[src/rtl/dma_pkg.sv]
// Shared types and default widths for the DMA transfer controller slice.
package dma_pkg;

  typedef enum logic [1:0] {
    StIdle,
    StRun,
    StFlush,
    StDone
  } dma_state_e;

  localparam int unsigned DefAddrWidth = 16;
  localparam int unsigned DefDataWidth = 8;
  localparam int unsigned DefLenWidth  = 16;
  localparam int unsigned DefFifoDepth = 8;

endpackage

[src/rtl/dma_credit_cnt.sv]
// Read-credit tracker: counts reads in flight plus FIFO occupancy and grants credit
// only while both together leave room in the FIFO.
module dma_credit_cnt import dma_pkg::*; #(
  parameter int unsigned FIFO_DEPTH = DefFifoDepth
) (
  input  logic clk,
  input  logic rst_n,
  input  logic rd_acc,
  input  logic rd_rvalid,
  input  logic fifo_pop,
  output logic fifo_push,
  output logic credit_ok
);

  localparam int unsigned CntW = $clog2(FIFO_DEPTH) + 1;
  localparam logic [CntW:0] Limit = (CntW + 1)'(FIFO_DEPTH - 1);

  logic [CntW-1:0] outst_q, outst_d;
  logic [CntW-1:0] occ_q, occ_d;
  logic [CntW:0]   used;

  always_ff @(posedge clk) begin
    if (!rst_n) begin
      outst_q <= '0;
      occ_q   <= '0;
    end else begin
      outst_q <= outst_d;
      occ_q   <= occ_d;
    end
  end

  always_comb begin
    // Stray beats with nothing outstanding are dropped here, not pushed.
    fifo_push = rd_rvalid && (outst_q != '0);

    outst_d = outst_q;
    case ({rd_acc, fifo_push})
      2'b10:   outst_d = outst_q + CntW'(1);
      2'b01:   outst_d = outst_q - CntW'(1);
      default: outst_d = outst_q;
    endcase

    occ_d = occ_q;
    case ({fifo_push, fifo_pop})
      2'b10:   occ_d = occ_q + CntW'(1);
      2'b01:   occ_d = occ_q - CntW'(1);
      default: occ_d = occ_q;
    endcase

    used      = {1'b0, outst_q} + {1'b0, occ_q};
    credit_ok = used < Limit;
  end

endmodule

[src/rtl/dma_xfer_ctrl.sv]
// Memory-to-memory DMA controller: reads into an external sync FIFO under credit
// control and drains it through a one-entry write holding register.
module dma_xfer_ctrl import dma_pkg::*; #(
  parameter int unsigned ADDR_WIDTH = DefAddrWidth,
  parameter int unsigned DATA_WIDTH = DefDataWidth,
  parameter int unsigned LEN_WIDTH  = DefLenWidth,
  parameter int unsigned FIFO_DEPTH = DefFifoDepth
) (
  input  logic                  clk,
  input  logic                  rst_n,
  input  logic                  start,
  input  logic [ADDR_WIDTH-1:0] src_addr,
  input  logic [ADDR_WIDTH-1:0] dst_addr,
  input  logic [LEN_WIDTH-1:0]  xfer_len,
  output logic                  busy,
  output logic                  done,
  output logic                  rd_req,
  output logic [ADDR_WIDTH-1:0] rd_addr,
  input  logic                  rd_gnt,
  input  logic                  rd_rvalid,
  input  logic [DATA_WIDTH-1:0] rd_rdata,
  output logic                  fifo_w_en,
  output logic [DATA_WIDTH-1:0] fifo_wdata,
  input  logic                  fifo_full,
  output logic                  fifo_r_en,
  input  logic [DATA_WIDTH-1:0] fifo_rdata,
  input  logic                  fifo_empty,
  output logic                  wr_req,
  output logic [ADDR_WIDTH-1:0] wr_addr,
  output logic [DATA_WIDTH-1:0] wr_data,
  input  logic                  wr_gnt
);

  dma_state_e state_q, state_d;

  logic [ADDR_WIDTH-1:0] rd_addr_q, wr_addr_q;
  logic [LEN_WIDTH-1:0]  rd_rem_q, wr_rem_q;
  logic                  hold_valid_q, pop_inflight_q;
  logic [DATA_WIDTH-1:0] hold_data_q;

  logic start_acc, rd_acc, wr_acc, credit_ok;

  assign start_acc = start && (state_q == StIdle);
  assign rd_acc    = rd_req && rd_gnt;
  assign wr_acc    = hold_valid_q && wr_gnt;

  always_ff @(posedge clk) begin
    if (!rst_n) begin
      state_q <= StIdle;
    end else begin
      state_q <= state_d;
    end
  end

  always_comb begin
    state_d = state_q;
    unique case (state_q)
      StIdle:  if (start) state_d = (xfer_len == '0) ? StDone : StRun;
      StRun:   if (rd_rem_q == '0) state_d = StFlush;
      StFlush: if (wr_acc && (wr_rem_q == LEN_WIDTH'(1))) state_d = StDone;
      StDone:  state_d = StIdle;
      default: state_d = StIdle;
    endcase
  end

  always_comb begin
    busy    = state_q inside {StRun, StFlush};
    done    = state_q == StDone;
    // fifo_full is unreachable under the credit rule; gating on it is only a backstop.
    rd_req  = (state_q == StRun) && (rd_rem_q != '0) && credit_ok && !fifo_full;
    rd_addr = rd_addr_q;
    fifo_r_en = busy && !fifo_empty && (!hold_valid_q || wr_acc) && !pop_inflight_q;
    fifo_wdata = fifo_w_en ? rd_rdata : '0;
    wr_req  = hold_valid_q;
    wr_addr = wr_addr_q;
    wr_data = hold_data_q;
  end

  always_ff @(posedge clk) begin
    if (!rst_n) begin
      rd_addr_q      <= '0;
      wr_addr_q      <= '0;
      rd_rem_q       <= '0;
      wr_rem_q       <= '0;
      hold_valid_q   <= 1'b0;
      hold_data_q    <= '0;
      pop_inflight_q <= 1'b0;
    end else begin
      if (start_acc) begin
        rd_addr_q <= src_addr;
        wr_addr_q <= dst_addr;
        rd_rem_q  <= xfer_len;
        wr_rem_q  <= xfer_len;
      end else begin
        if (rd_acc) begin
          rd_addr_q <= rd_addr_q + ADDR_WIDTH'(1);
          rd_rem_q  <= rd_rem_q - LEN_WIDTH'(1);
        end
        if (wr_acc) begin
          wr_addr_q <= wr_addr_q + ADDR_WIDTH'(1);
          wr_rem_q  <= wr_rem_q - LEN_WIDTH'(1);
        end
      end

      // FIFO read data lands one cycle after the pop.
      pop_inflight_q <= fifo_r_en;
      if (pop_inflight_q) begin
        hold_valid_q <= 1'b1;
        hold_data_q  <= fifo_rdata;
      end else if (wr_acc) begin
        hold_valid_q <= 1'b0;
      end
    end
  end

  dma_credit_cnt #(
    .FIFO_DEPTH(FIFO_DEPTH)
  ) u_credit (
    .clk       (clk),
    .rst_n     (rst_n),
    .rd_acc    (rd_acc),
    .rd_rvalid (rd_rvalid),
    .fifo_pop  (fifo_r_en),
    .fifo_push (fifo_w_en),
    .credit_ok (credit_ok)
  );

endmodule

[config.mk]
export PLATFORM = sky130hd
export DESIGN_NAME = dma_xfer_ctrl
export DESIGN_NICKNAME = d
export VERILOG_FILES = /design/src/rtl/dma_pkg.sv /design/src/rtl/dma_credit_cnt.sv /design/src/rtl/dma_xfer_ctrl.sv
export SDC_FILE = /design/constraint.sdc
export NUM_CORES = 1
export LEC_CHECK = 0
export BUFFER_PORTS_ARGS = -buffer_cell sky130_fd_sc_hd__buf_2
export CORE_MARGIN = 1.5
export CORE_UTILIZATION = 44
export DETAILED_ROUTE_END_ITERATION = 6
export GPL_TIMING_DRIVEN = 0
export HOLD_SLACK_MARGIN = 0.02
export PLACE_DENSITY = 0.81
export SYNTH_ARGS = -nofsm -noshare
export SYNTH_HDL_FRONTEND = slang
export SYNTH_SLANG_ARGS = --single-unit
[constraint.sdc]
create_clock -name clk -period 7.6 [get_ports clk]
set_input_delay 0 -clock clk [delete_from_list [all_inputs] [get_ports clk]]
set_output_delay 0 -clock clk [all_outputs]
set_load 0.02 [all_outputs]
* Word-level counts from Yosys, hierarchy flattened
Index checks and enable logic that the tools add are counted.
Operators by class: reductions and logical operators 28, multiplexer cells 18, magnitude comparators 1, add/subtract/negate cells 9, equality and inequality tests 11
Operators with widths (count):
- $mux W16 | 8
- $add A16 B1 Y16 const B | 2
- $logic_not A16 Y1 | 2
- $sub A16 B1 Y16 const B | 2
- $eq A16 B1 Y1 const B | 1
- $pmux W4 S2 | 2
- $reduce_bool A16 Y1 | 1
- $reduce_bool A2 Y1 | 6
- $logic_and A1 B1 Y1 | 11
- $add A4 B1 Y4 const B | 2
- $eq A2 B2 Y1 const B | 4
- $mux W2 | 4
- $mux W8 | 1
- $pmux W2 S4 | 1
- $sub A4 B1 Y4 const B | 2
- $eq A2 B1 Y1 const B | 3
- $ne A2 B2 Y1 const B | 3
- $add A4 B4 Y5 | 1
- $lt A5 B3 Y1 const B | 1
- $logic_not A1 Y1 | 4
- $reduce_bool A4 Y1 | 1
- $reduce_and A3 Y1 | 1
- $logic_not A2 Y1 | 1
- $mux W1 | 2
- $logic_or A1 B1 Y1 | 1
Word-level totals: output and inout port bits 54, bits of input ports 72, register bits after elaboration 84, word-level logic and storage cells 77

* Longest topological paths before layout
Gate-level depths: netlist (run 1).
depth in word-level cells 7, depth in mapped cells 13, gate-level depth less buffers 13

* By module
Synthesis (run 1) repeated with hierarchy kept, for this count alone.
Unflattened totals: cell total of the unflattened synthesis 542, area total of the unflattened synthesis 4601.9 µm²
Modules (own cells, without submodules):
- dma_xfer_ctrl | instances 1, cells an instance 472, seq. area each 1521.5 µm², area an instance 3943.8 µm²
- dma_credit_cnt | instances 1, cells an instance 70, seq. area each 160.2 µm², area an instance 658.1 µm²

* Worst setup path before layout (run 1)
Ideal clock, no wire load.
path type reg2reg, from reg u_credit.occ_q[0], to reg u_credit.outst_q[3], required time 7529 ps, library setup time 71 ps, buffers on the path 0, data arrival time 3216 ps, cell stages (with the launch flop) 13, setup slack 4313 ps, period minus slack after synthesis 3287 ps, cells stage by stage dfxtp_1 -> ha_1 -> fa_1 -> or4_1 -> a21oi_1 -> nand3_1 -> ha_1 -> ha_1 -> a21o_1 -> a21oi_1 -> xnor2_1 -> or3_1 -> a21oi_1
Between the ends: word-level cells in the longest chain between the ends 7, elaborated cells on any way between the ends 9, those cells by class add/sub: 1; order compare: 1; eq/ne: 2; mux: 1; reduce/logical: 4
Ends and longest elaborated chain:
- start, declared | RTL line dma_credit_cnt.sv:19 | logic [CntW-1:0] occ_q, occ_d;
- start signal, assigned | RTL line dma_credit_cnt.sv:25 | occ_q <= '0;
- start signal, assigned | RTL line dma_credit_cnt.sv:28 | occ_q <= occ_d;
- $add A4 B4 Y5 * | RTL line dma_credit_cnt.sv:50 | used = {1'b0, outst_q} + {1'b0, occ_q};
- $lt A5 B3 Y1 * | RTL line dma_credit_cnt.sv:51 | credit_ok = used < Limit;
- $logic_and A1 B1 Y1 * (2 in series) | RTL line dma_xfer_ctrl.sv:70 | rd_req = (state_q == StRun) && (rd_rem_q != '0) && credit_ok && !fifo_full;
- $logic_and A1 B1 Y1 * | RTL line dma_xfer_ctrl.sv:44 | assign rd_acc = rd_req && rd_gnt;
- $eq A2 B1 Y1 or $eq A2 B2 Y1 (tied branches) | RTL line dma_credit_cnt.sv:37 | case ({rd_acc, fifo_push})
- $pmux W4 S2 or $reduce_bool A2 Y1 (tied branches)
- end signal, assigned | RTL line dma_credit_cnt.sv:27 | outst_q <= outst_d;
- end, declared | RTL line dma_credit_cnt.sv:18 | logic [CntW-1:0] outst_q, outst_d;
Mark *: on every way between the ends. The rest lies on a longest branch, timed or not. A chain may end at the register's enable or synchronous reset.

* Final worst setup path (run 1)
from reg u_credit.outst_q[0], to reg u_credit.outst_q[3]
Between the ends: word-level cells in the longest chain between the ends 7, elaborated cells on any way between the ends 13, those cells by class add/sub: 3; order compare: 1; eq/ne: 2; mux: 1; reduce/logical: 6
Ends and longest elaborated chain (RTL line):
- $add A4 B4 Y5 | dma_credit_cnt.sv:50
- $lt A5 B3 Y1 | dma_credit_cnt.sv:51
- $logic_and A1 B1 Y1 (2 in series) | dma_xfer_ctrl.sv:70
- $logic_and A1 B1 Y1 | dma_xfer_ctrl.sv:44
- $eq A2 B1 Y1 or $eq A2 B2 Y1 (tied branches) | dma_credit_cnt.sv:37
- $pmux W4 S2 or $reduce_bool A2 Y1 (tied branches)
Several ways; a longest one is shown, not always the timed one.

==> metrics.md, run 1 <==
| Metric | Value |
|---|---|
| Yosys Warn Count | `0` |
| WP data required | `7890 ps` |
| Worst Hold Path Cells | `3` |
| Area of the multi-input gates | `2770 um2` |
| Vias in the first global route | `around 5,000` |
| EDFF count, synth | `0` |
| Worst hold path class | `in -> reg` |
| Syn Area/Cell | `around 8.3 um2` |
| Placer Congestion | `0.957` |
| PwrDens | `268 nW/um2` |
| Share of cells above drive strength 1 | `21.2%` |
| Worst-skew pair later-pin latency | `370 ps` |
| Post-synthesis mux area share | `1.92%` |
| Max-Cap Viols | `0` |
| Vias/cell | `5.88` |
| Post-synthesis simple-gate area fraction | `a little under a quarter` |
| HPWL Detailed | `about 11,000 um` |
| Total grt overflow | `0` |
| LEAKAGE | `2.44 nW` |
| # nets final | `835` |
| Top cell type's share of synthesized area | `35.8%` |
| RSZ-0062 raised after global routing | `no` |
| Residual DRC | `0` |
| Initial DRC count | `between 400 and 500` |
| Status | `finished, final reports clean` |
| Die Y | `106 um` |
| Post-synth cell types | `58` |
| First-pass GRT wire length | `approximately 24,000 um` |
| Worst reg2reg path depth | `12` |
| Total power | `1.64 mW` |
| I/O Pins | `between 100 and 150` |
| Combinational family with the most area after synthesis | `simple AND/OR/NAND/NOR gates` |
| Fin util | `around three fifths` |
| Synth Flop Type | `dfxtp_1` |
| Layout Area Growth over Synthesis | `30.0%` |
| TritonCTS clock tree | `done` |
| Synth Net Count | `approximately 660` |
| First-pass DRT Iterations | `5` |
| Initial antenna violation count | `0` |
| Largest net degree at the start of global routing | `16` |
| Num Clock Sinks | `84` |
| Synth async-reset ratio | `0%` |
| Critical Path End Type | `flop` |
| Adder-Cell Fraction of Synth Area | `6.60%` |
| Setup TNS | `0 ps` |
| Port buffer count | `124` |
| Seq/Total Area, Yosys | `a little over a third` |
| Worst-path fanout max | `5` |
| Post-synth top area cell | `dfxtp_1` |
| Storage element area | `1680 um2` |
| Drt wl/cell | `17.0 um` |
| Tot GR Track Use | `between 20% and 30%` |
| Die Width | `106 um` |
| Complex-gate fraction of the synthesized area | `between 20% and 30%` |
| Max H-tree Level | `3` |
| Worst Skew | `18.7 ps` |
| Count of final max-slew check failures | `0` |
| Max-slew headroom | `55.2%` |
| Synth Area in XOR/XNOR | `6.52%` |
| Critical Path AT | `4020 ps` |
| Fmax | `about 270 MHz` |
| CTS resizes | `0` |
| Critical Path Start Type | `flop` |
| Non-filler cells, final | `881` |
| Crit Path Class | `reg -> reg` |
| Via count | `5,183` |
| Clock Path Buffers | `2` |
| Final Cycle Share | `49.1%` |
| VDD IR-drop max | `approximately 0.00012 V` |
| Cell count after placement | `823` |
| Fill count | `919` |
| Synth Instances | `about 560` |
| #FFs+latches synth | `84` |
| Most common cell in the netlist | `dfxtp_1` |
| Initial Util | `45.5%` |
| Tmin final | `3730 ps` |
| Worst-path clk slew | `around 90 ps` |
| Top cells by count, synth | `84 x dfxtp_1, 48 x o21ai_0, 44 x nor2_1` |
| Synth top area cells | `dfxtp_1 36%, ha_1 5.3%, o21ai_0 5.1%` |
| DRT Wirelength | `between 10,000 and 15,000 um` |
| Root Driver | `clkbuf_8` |
| # diodes | `0` |
| Hold Vio Cnt, Final | `0` |
| Die Area | `roughly 11,000 um2` |
| Rows | `37` |
| Worst Tran Pin Value | `672 ps` |
| Final setup violation count | `0` |
| Cell Area, Synth | `4700 um2` |
| CTS buffer count | `9` |
| DRT antenna net count | `0` |
| Core box area | `around 10,000 um2` |
| R2r setup slk | `3870 ps` |
## timing repair
action                    CTS  global route
hold endpoints to repair   43             0
hold buffers               42             0
buffers inserted            0             0
## worst max-delay path: stages (launching register included)
cell and delay, ps:
dfxtp_1 370, ha_1 220, fa_1 400, or4_1 550, a21oi_1 380, nand3_1 260
ha_1 300, ha_1 280, a21o_1 170, a21oi_1 170, xnor2_1 90, or3_1 300
a21oi_1 160
## power breakdown
group	internal, mW	total (mW)	switching [mW]
clock network	0.154	0.331	0.178
registers	0.535	0.643	0.108
logic	0.256	0.664	0.408
## sequential cells by signal, summed over array words and instances (netlist names)
signal            flops
wr_data               8
u_credit.outst_q      4
wr_addr              16
wr_req                1
pop_inflight_q        1
wr_rem_q             16
state_q               2
rd_addr              16
u_credit.occ_q        4
rd_rem_q             16
## cell usage in the layout (no fill, tap or decap), types with 24 or more instances in the layout
master / count
buf_2: 126
dfxtp_1: 84
o21ai_0: 48
nor2_1: 44
dlygate4sd3_1: 42
a21oi_1: 35
or4_1: 28
clkbuf_1: 27
a31oi_1: 27
nand2_1: 24
## cell families (layout without fill, tap and decap cells)
logic type	after synthesis	after routing
AO/OA/AOI/OAI	162	162
XOR/XNOR	35	35
adder cells (fa/ha/maj)	23	23
buffers and inverters	60	242
flip-flops	84	84
multiplexers	9	9
AND/OR/NAND/NOR	190	190
## stage by stage
stage	area, um2	hold slack [ps]	worst slack (ps)
after floorplan	4700	148	4310
after global placement	5490	235	3980
after detailed placement	5490	251	3850
after CTS	6110	22.7	3820
after global routing	6110	34.9	3510
final	6110	27.8	3870
## area by class of cell
class                   count  area share (%)
flip-flops and latches     84            27.5
multi-input cells         419            45.4
plain buffers              38            2.68
clock inverters             7            1.25
well taps                 136            2.78
repair buffers            166            17.0
inverters                  22            1.35
clock buffers               9            2.03
## worst paths after layout
path	from	to
worst max-delay path	u_credit.outst_q[0]$_SDFFE_PN0P_	u_credit.outst_q[3]$_SDFFE_PN0P_
worst min-delay path	src_addr[0]	rd_addr[0]$_SDFFE_PN0P_
worst min register to register	u_credit.occ_q[3]$_SDFFE_PN0P_	u_credit.occ_q[3]$_SDFFE_PN0P_
worst max register to register	u_credit.outst_q[0]$_SDFFE_PN0P_	u_credit.outst_q[3]$_SDFFE_PN0P_
## routing by layer
layer	part of all wire [%]	vias up	GRT usage, %
li1	-	2446	-
met1	40	2411	30.1
met2	49	264	45.8
met3	7.4	62	5.46
met4	3.9	0	13.4
met5	0	-	0
Note: power is estimated with default switching activity, not from simulation.
==> run 2, diff against run 1 <==
PLACE_DENSITY = 0.83   (was 0.81)
clock period = 3.3 ns   (was 7.6 ns; I/O delays follow)
==> run 2 against run 1 <==
Net effect:
- global-route usage grew 1.0 points
- setup slack lost 3800 ps
- total power grew 140%
- core utilization grew 1.3 points
- wire length grew 4.3%
- count of clock-buffer cells in the layout is the same
- cell count grew 0.57%
- largest cell class unchanged
==> metrics.md, run 2 (synthesis results as in run 1) <==
| Metric | Value |
|---|---|
| WP data required | `3590 ps (was 7890 ps)` |
| Initial DRC count | `501 (was 497)` |
| Max H-tree Level | `3 (unchanged)` |
| Critical Path Start Type | `flop (unchanged)` |
| Setup TNS | `0 ps (unchanged)` |
| DRT antenna net count | `0 (unchanged)` |
| Crit path cell chain | `ha_2, fa_2, or4_4, a21oi_4, nand3_4, ha_4, ha_1, a21o_1, a21oi_2, xnor2_1, or3_1, a21oi_1 (was ha_1, fa_1, or4_1, a21oi_1, nand3_1, ha_1, ha_1, a21o_1, a21oi_1, xnor2_1, or3_1, a21oi_1)` |
| Worst-path fanout max | `5 (unchanged)` |
| Cell count after placement | `823 (unchanged)` |
| Total grt overflow | `0 (unchanged)` |
| Vias in the first global route | `5,161 (was 4,996)` |
| HPWL Detailed | `10,600 um (was 10,700 um)` |
| Share of cells above drive strength 1 | `22.7% (was 21.2%)` |
| Max-Cap Viols | `0 (unchanged)` |
| First-pass DRT Iterations | `5 (unchanged)` |
| Pre-CTS WS | `-499 ps (was 3850 ps)` |
| Largest net degree at the start of global routing | `16 (unchanged)` |
| Die Area | `11,300 um2 (unchanged)` |
| Fmax | `306 MHz (was 268 MHz)` |
| Num Clock Sinks | `84 (unchanged)` |
| Hold Vio Cnt, Final | `0 (unchanged)` |
| Worst-path clk slew | `100 ps (was 90 ps)` |
| CTS buffer count | `9 (unchanged)` |
| Crit-path slowest cell | `or4_4 (was or4_1)` |
| Area of the multi-input gates | `2820 um2 (was 2770 um2)` |
| Status | `finished, final reports clean (unchanged)` |
| Max-slew headroom | `53.9% (was 55.2%)` |
| Drt wl/cell | `17.6 um (was 17.0 um)` |
| Critical Path AT | `3560 ps (was 4020 ps)` |
| Design area | `6250 um2 (was 6110 um2)` |
| Non-filler cells, final | `886 (was 881)` |
| DRT Wirelength | `15,600 um (was 15,000 um)` |
| Residual DRC | `0 (unchanged)` |
| I/O Pins | `126 (unchanged)` |
| Top cell family by delay on the critical path | `adder cells (unchanged)` |
| Critical Path End Type | `flop (unchanged)` |
| Total power | `3.98 mW (was 1.64 mW)` |
| VDD IR-drop max | `0.000280 V (was 0.000118 V)` |
| Worst-skew pair later-pin latency | `360 ps (was 370 ps)` |
| Initial antenna violation count | `1 (was 0)` |
| Worst hold path class | `in -> reg (unchanged)` |
| TritonCTS clock tree | `done (unchanged)` |
| Via count | `5,268 (was 5,183)` |
| Port buffer count | `124 (unchanged)` |
| Worst setup margin | `33.9 ps (was 3870 ps)` |
| Root Driver | `clkbuf_8 (unchanged)` |
| Dpl cell area | `5490 um2 (unchanged)` |
| Rows | `37 (unchanged)` |
| Core box area | `10,300 um2 (unchanged)` |
| WP buf/inv | `0 (unchanged)` |
| First-pass GRT wire length | `24,500 um (was 23,700 um)` |
| Tot GR Track Use | `27.2% (was 26.2%)` |
| Tmin final | `3270 ps (was 3730 ps)` |
| Vias/cell | `5.95 (was 5.88)` |
| LEAKAGE | `2.49 nW (was 2.44 nW)` |
| Die Y | `106 um (unchanged)` |
| Fin util | `60.5% (was 59.2%)` |
| Most common cell after layout, fill and taps aside | `buf_2 (unchanged)` |
| Layout Area Growth over Synthesis | `32.9% (was 30.0%)` |
| Commonest non-fill, non-tap cells in the layout | `126 x buf_2, 82 x dfxtp_1, 48 x o21ai_0 (was 126 x buf_2, 84 x dfxtp_1, 48 x o21ai_0)` |
| Die Width | `106 um (unchanged)` |
| Crit Path Class | `reg -> reg (unchanged)` |
| PwrDens | `638 nW/um2 (was 268 nW/um2)` |
| Count of final max-slew check failures | `0 (unchanged)` |
| Placer Congestion | `0.915 (was 0.957)` |
| Final setup violation count | `0 (unchanged)` |
| Final Cycle Share | `99.0% (was 49.1%)` |
| Worst Skew | `12.1 ps (was 18.7 ps)` |
| # nets final | `839 (was 835)` |
| Clock Path Buffers | `2 (unchanged)` |
| Worst Tran Pin Value | `692 ps (was 672 ps)` |
| Initial Util | `45.5% (unchanged)` |
| Storage element area | `1690 um2 (was 1680 um2)` |
| Crit path largest cell delay | `550 ps (about the same)` |
| Final hold slack | `21.9 ps (was 27.8 ps)` |
| Fill count | `867 (was 919)` |
-- run 2: cell types whose count changed in the layout (fill, tap and decap cells not counted), moves of 2 or more --
cell,delta
dfxtp_1,-2
ha_1,-2
buf_4,+3
bufinv_16,+2
a21oi_1,-2
-- run 2: final cells by class --
cell class	count	share of cell area, %
Sequential cell	84	27.0
Clock buffer	9	1.98
Timing Repair Buffer	170	17.2
Multi-Input combinational cell	419	45.2
Inverter	22	1.32
Clock inverter	7	1.98
Buffer	38	2.62
Tap cell	136	2.72
Antenna cell	1	0.0400
-- run 2: worst paths after layout --
check / start / cells after the start / end / slack, ps
max reg2reg: u_credit.outst_q[0]$_SDFFE_PN0P_ / 12 / u_credit.outst_q[3]$_SDFFE_PN0P_ / 30
min: src_addr[0] / 3 / rd_addr[0]$_SDFFE_PN0P_ / 20
max: u_credit.outst_q[0]$_SDFFE_PN0P_ / 12 / u_credit.outst_q[3]$_SDFFE_PN0P_ / 30
min reg2reg: wr_data[0]$_SDFFE_PN0P_ / 2 / wr_data[0]$_SDFFE_PN0P_ / 490
-- run 2: layer usage --
metal | vias up | track usage [%] | part of all wire [%]
met5 | - | 0 | 0
met4 | 0 | 17.0 | 4.5
met3 | 61 | 4.48 | 7.5
met2 | 290 | 46.4 | 49
met1 | 2470 | 31.7 | 39
li1 | 2447 | - | -
-- run 2: report_power, final --
group	leakage [nW]	switching, mW	internal, mW
clock network	0.120	0.413	0.508
registers	0.694	0.255	1.23
logic	1.67	0.966	0.608
total	2.49	1.63	2.35
-- run 2: worst reg2reg max path, stage by stage, from the launching register on --
cell	delay, ps
dfxtp_4	380
ha_2	200
fa_2	400
or4_4	550
a21oi_4	220
nand3_4	110
ha_4	200
ha_1	260
a21o_1	190
a21oi_2	140
xnor2_1	90
or3_1	300
a21oi_1	150
-- run 2: repair_timing --
action                                  4_1_cts  5_1_grt
endpoints found under the setup margin        3        1
hold endpoints to repair                     44        0
buffers inserted                              1        2
pin swaps                                     1        4
hold buffers                                 43        0
gates resized for setup                       9        4
